--- config.mk ---
export PLATFORM = sky130hd
export DESIGN_NAME = alt_vipitc130_is2vid_sof_lock
export DESIGN_NICKNAME = d
export VERILOG_FILES = /design/src/rtl/alt_vipitc130_is2vid_sof_lock.sv
export SDC_FILE = /design/constraint.sdc
export NUM_CORES = 1
export LEC_CHECK = 0
export ABC_AREA = 1
export CORE_MARGIN = 5
export CORE_UTILIZATION = 53
export CTS_BUF_LIST = sky130_fd_sc_hd__clkbuf_4 sky130_fd_sc_hd__clkbuf_8
export CTS_CLUSTER_DIAMETER = 50
export CTS_CLUSTER_SIZE = 14
export DETAILED_ROUTE_END_ITERATION = 16
export HOLD_SLACK_MARGIN = 0.02
export PLACE_DENSITY_LB_ADDON = 0.15
export RECOVER_POWER = 50
export SYNTH_ARGS = -nofsm -noshare
export SYNTH_HDL_FRONTEND = slang
export SYNTH_SLANG_ARGS = --single-unit
--- constraint.sdc ---
create_clock -name clk -period 3.1 [get_ports clk]
set_clock_uncertainty 0.1 [all_clocks]
set_input_delay 0.465 -clock clk [delete_from_list [all_inputs] [get_ports clk]]
set_output_delay 0.465 -clock clk [all_outputs]
set_load 0.05 [all_outputs]
--- src/rtl/alt_vipitc130_is2vid_sof_lock.sv ---
// SOF lock detector: edge-detects one video SOF level, measures the frame
// period and reports lock once the period has been stable for enough frames.
module alt_vipitc130_is2vid_sof_lock #(
  parameter int PERIOD_WIDTH  = 24,
  parameter int LOCK_FRAMES   = 3,
  parameter int UNLOCK_FRAMES = 2,
  parameter int TOLERANCE     = 0
) (
  input  logic                    clk,
  input  logic                    rst,
  input  logic                    enable,
  input  logic                    sof,
  output logic                    sof_pulse,
  output logic                    sof_locked,
  output logic [PERIOD_WIDTH-1:0] period,
  output logic                    period_valid
);

  typedef enum logic [1:0] {
    S_IDLE,
    S_MEASURE,
    S_ACQUIRE,
    S_LOCKED
  } state_t;

  localparam logic [PERIOD_WIDTH-1:0] CNT_MAX = '1;
  localparam logic [PERIOD_WIDTH-1:0] CNT_ONE =
    PERIOD_WIDTH'(1);
  localparam logic [PERIOD_WIDTH:0] TOL =
    (PERIOD_WIDTH+1)'(TOLERANCE);
  localparam logic [3:0] LOCK_N   = 4'(LOCK_FRAMES);
  localparam logic [3:0] UNLOCK_N = 4'(UNLOCK_FRAMES);

  state_t                  state;
  logic                    sof_reg;
  logic [PERIOD_WIDTH-1:0] cnt;
  logic [PERIOD_WIDTH-1:0] ref_period;
  logic [3:0]              match_cnt;
  logic [3:0]              miss_cnt;

  logic                    sof_edge;
  logic                    cnt_full;
  logic                    timeout;
  logic [PERIOD_WIDTH:0]   cnt_x;
  logic [PERIOD_WIDTH:0]   ref_x;
  logic [PERIOD_WIDTH:0]   diff;
  logic                    is_match;

  assign sof_edge = sof & ~sof_reg;
  assign cnt_full = (cnt == CNT_MAX);
  // A saturated count means the period is unknown, even if an edge
  // arrives in the same cycle; that edge restarts measurement.
  assign timeout  = cnt_full && (state != S_IDLE);

  assign cnt_x    = {1'b0, cnt};
  assign ref_x    = {1'b0, ref_period};
  assign diff     = (cnt_x >= ref_x) ? (cnt_x - ref_x)
                                     : (ref_x - cnt_x);
  assign is_match = (diff <= TOL);

  always_ff @(posedge clk or posedge rst) begin
    if (rst) begin
      state        <= S_IDLE;
      sof_reg      <= 1'b0;
      cnt          <= '0;
      ref_period   <= '0;
      match_cnt    <= '0;
      miss_cnt     <= '0;
      sof_pulse    <= 1'b0;
      sof_locked   <= 1'b0;
      period       <= '0;
      period_valid <= 1'b0;
    end else begin
      sof_reg <= sof;
      if (!enable) begin
        state        <= S_IDLE;
        cnt          <= '0;
        ref_period   <= '0;
        match_cnt    <= '0;
        miss_cnt     <= '0;
        sof_pulse    <= 1'b0;
        sof_locked   <= 1'b0;
        period_valid <= 1'b0;
      end else begin
        sof_pulse <= sof_edge;

        if (sof_edge) begin
          cnt <= CNT_ONE;
        end else if (!cnt_full) begin
          cnt <= cnt + CNT_ONE;
        end

        if (timeout) begin
          state        <= sof_edge ? S_MEASURE : S_IDLE;
          sof_locked   <= 1'b0;
          period_valid <= 1'b0;
          match_cnt    <= '0;
          miss_cnt     <= '0;
        end else if (sof_edge) begin
          if (state != S_IDLE) begin
            period       <= cnt;
            period_valid <= 1'b1;
          end
          unique case (state)
            S_IDLE: begin
              state <= S_MEASURE;
            end
            S_MEASURE: begin
              ref_period <= cnt;
              match_cnt  <= '0;
              state      <= S_ACQUIRE;
            end
            S_ACQUIRE: begin
              if (is_match) begin
                if (match_cnt + 4'd1 == LOCK_N) begin
                  state      <= S_LOCKED;
                  sof_locked <= 1'b1;
                  miss_cnt   <= '0;
                  match_cnt  <= '0;
                end else begin
                  match_cnt <= match_cnt + 4'd1;
                end
              end else begin
                ref_period <= cnt;
                match_cnt  <= '0;
              end
            end
            S_LOCKED: begin
              if (is_match) begin
                miss_cnt <= '0;
              end else if (miss_cnt + 4'd1 == UNLOCK_N) begin
                state      <= S_ACQUIRE;
                sof_locked <= 1'b0;
                ref_period <= cnt;
                match_cnt  <= '0;
                miss_cnt   <= '0;
              end else begin
                miss_cnt <= miss_cnt + 4'd1;
              end
            end
          endcase
        end
      end
    end
  end

endmodule

==> impl_metrics.json <==
{
  "status": "complete, but fails checks",
  "violations": "max-capacitance violations, max-slew violations",
  "grt_pass1_vias": 7583,
  "critPathLaunch": "ref_period[9]",
  "ys_seq_elements": 86,
  "finalHoldViolations": 0,
  "grt_pass1_wl_um": 37100,
  "crit_type": "flop to flop",
  "critPathRequiredTime_ns": 3.25,
  "ys_warn_count": 0,
  "synthCells": 1231,
  "drcViolationCount": 0,
  "period_share": 0.964,
  "clkSinkCount": 86,
  "worstSetupEndpointType": "flop",
  "slew_viol_final": 37,
  "row_count": 44,
  "synth_top_cells_by_count": "423 x nand2_1, 195 x inv_1, 89 x nor2_1",
  "r2r_start": "ref_period[9]",
  "ios": 31,
  "worstMarginPinSlew_ns": 1.57,
  "min_period_ns": 2.99,
  "place_worst_setup_slack_ns": -0.179,
  "syn-num-nets": 1292,
  "routed_via_density": 5.30,
  "hpwl_um": 18600,
  "vias": 8096,
  "path_clk_slew_ns": 0.08,
  "coreArea_um2": 14500,
  "gp_congestion": 1.00,
  "crit_path_end": "ref_period[13]",
  "worstSkewPairLatency_ns": 0.36,
  "root_buffer": "clkbuf_8",
  "synth.avg_cell_area_um2": 6.31,
  "fp.dieW_um": 131,
  "wl_per_cell_um": 15.6,
  "ff2ff_path_depth": 17,
  "drv_cap": 1,
  "synth_flop_cell": "dfrtp_1",
  "power.total_mw": 3.79,
  "synth-edff-count": 0,
  "cts.htree.levels": 3,
  "postRouteAntennaNets": 0,
  "post-synth-top-area-cell": "dfrtp_1",
  "p_leak_nw": 4.98,
  "slowest_delay_ns": 0.45,
  "grt_start_max_net_pins": 49,
  "ys_types": 46,
  "async_flop_share": 1.00,
  "yosys-top-cells-area": "dfrtp_1 28%, nand2_1 20%, inv_1 9.4%, ha_1 9.2%, nand3_1 5.2%",
  "finalWirelength_um": 23900,
  "syn_to_final_growth_pct": 23.8,
  "die_h_um": 131,
  "drt_iter0_markers": 567,
  "grt_usage": 0.277,
  "mappedNetlistArea_um2": 7770,
  "clock_path_buffers": 2,
  "start_kind": "flop",
  "antenna_cells": 0,
  "crit_top_cell": "nor2_4",
  "n_fill_cell": 1319,
  "fin_ws_ns": 0.111,
  "drive_gt1_frac": 0.205,
  "cts_tree": "done",
  "cts_buffers": 9,
  "fin_tns_setup_ns": 0,
  "synth.top_cell.area_share": 0.277,
  "setup_viol": 0,
  "holdWs_ns": 0.374,
  "cp_data_arrival_time_ns": 3.14,
  "yosysSeqAreaShare": 0.277,
  "critical-path-slowest-cell": "dfrtp_1",
  "power_density_nw_per_um2": 394,
  "firstDrtPassIters": 7,
  "critPathMaxFanout": 9,
  "num-nets-final": 1400,
  "port_buffers": 30,
  "path_cells": "ha_4 -> nand2_2 -> nor2_4 -> nand2_2 -> nor2_4 -> nand3_1 -> inv_1 -> nor2_4 -> buf_4 -> nand2_1 -> nand3_1 -> a21oi_4 -> nand2_4 -> o21bai_4 -> buf_6 -> clkbuf_16 -> o21ai_2",
  "start_util": 0.537,
  "dieArea_um2": 17200,
  "timing.fmax_mhz": 335,
  "overflow": 0,
  "rr_endpoint": "ref_period[13]",
  "postCtsHoldBufs": 0,
  "synth.most_common_cell": "nand2_1",
  "slew_headroom": -0.0535,
  "hold_class": "flop to flop",
  "r2r_slack_ns": 0.11,
  "peakVddDrop_mv": 0.422,
  "grt_antenna_before_repair": 0,
  "top_regs": "cnt: 24 flops, period: 24 flops, ref_period: 24 flops"
}
[critical path, delay by kind of cell (launching register included)]
kind / cells / cell delay (ns)
AO/OA/AOI/OAI: 3 / 0.40
adder cells (fa/ha/maj): 1 / 0.35
AND/OR/NAND/NOR: 9 / 0.99
buffers and inverters: 4 / 0.58
flip-flops: 1 / 0.45
[layer usage]
layer	share of wire	GRT usage	wire [um]
met5	0	0	0
met4	0.039	0.113	928
met2	0.47	0.448	11200
met3	0.048	0.0271	1140
met1	0.45	0.382	10700
[where the power goes]
group          switching (mW)  internal, mW
combinational            1.14         0.658
sequential             0.0423          1.17
clock                   0.402         0.372
total                    1.59          2.20
[how the worst min path moves through the flow]
stage | from | to | slack (ns) | cells past startpoint
3_3_place_gp | sof_locked | sof_locked | 0.37 | 2
3_5_place_dp | sof_locked | sof_locked | 0.36 | 2
2_1_floorplan | match_cnt[3] | match_cnt[3] | 0.37 | 2
5_1_grt | sof_locked | sof_locked | 0.42 | 2
6_report | sof_locked | sof_locked | 0.37 | 2
4_1_cts | sof_locked | sof_locked | 0.39 | 2
[cells in the final DEF, fill, tap and decap left out, types with 4 or more instances in the layout]
| cell type | n |
|---|---|
| a21oi_1 | 38 |
| a21oi_2 | 8 |
| buf_4 | 80 |
| clkbuf_8 | 12 |
| clkdlybuf4s50_1 | 19 |
| clkinv_1 | 5 |
| dfrtp_1 | 82 |
| dfrtp_2 | 4 |
| dlygate4sd3_1 | 11 |
| ha_1 | 33 |
| ha_4 | 23 |
| inv_1 | 184 |
| inv_2 | 27 |
| nand2_1 | 397 |
| nand2_2 | 51 |
| nand3_1 | 75 |
| nand3_2 | 8 |
| nand3b_1 | 6 |
| nand4_1 | 25 |
| nor2_1 | 77 |
| nor2_2 | 12 |
| nor2_4 | 13 |
| nor3_1 | 17 |
| o21ai_0 | 54 |
| o21ai_1 | 7 |
| o21ai_2 | 17 |
| xnor2_1 | 4 |
| xor2_1 | 12 |
[layout make-up]
| class | instances | area [um^2] | area share |
|---|---|---|---|
| inverters | 217 | 816 | 0.0848 |
| flip-flops and latches | 86 | 2160 | 0.224 |
| clock buffers | 13 | 173 | 0.0180 |
| clock inverters | 3 | 26.3 | 0.00273 |
| repair buffers | 119 | 1030 | 0.107 |
| multi-input cells | 906 | 5180 | 0.539 |
| well taps | 184 | 230 | 0.0239 |
[through the flow]
step                       util  area [um^2]  cells
after floorplan               -         7770   1231
after global placement    0.606         8770   1500
after detailed placement  0.606         8770   1500
after CTS                 0.634         9170   1520
after global routing      0.664         9620   1528
final                     0.664         9620   1528
[cell families after synthesis]
logic type	Yosys count	share of synthesized area
simple gates	689	0.380
flops	86	0.277
xor+xnor	17	0.0192
buf+inv	239	0.122
fa+ha+maj	57	0.0918
compound gates	143	0.110
[repair_timing]
item / 4_1_cts / 5_1_grt
setup endpoints to repair: 35 / 35
gates resized for setup: 29 / 99
buffers inserted: 3 / 6
pin swaps: 2 / 15
gates cloned: 1 / 2
Note: power is estimated with default switching activity, not from simulation.
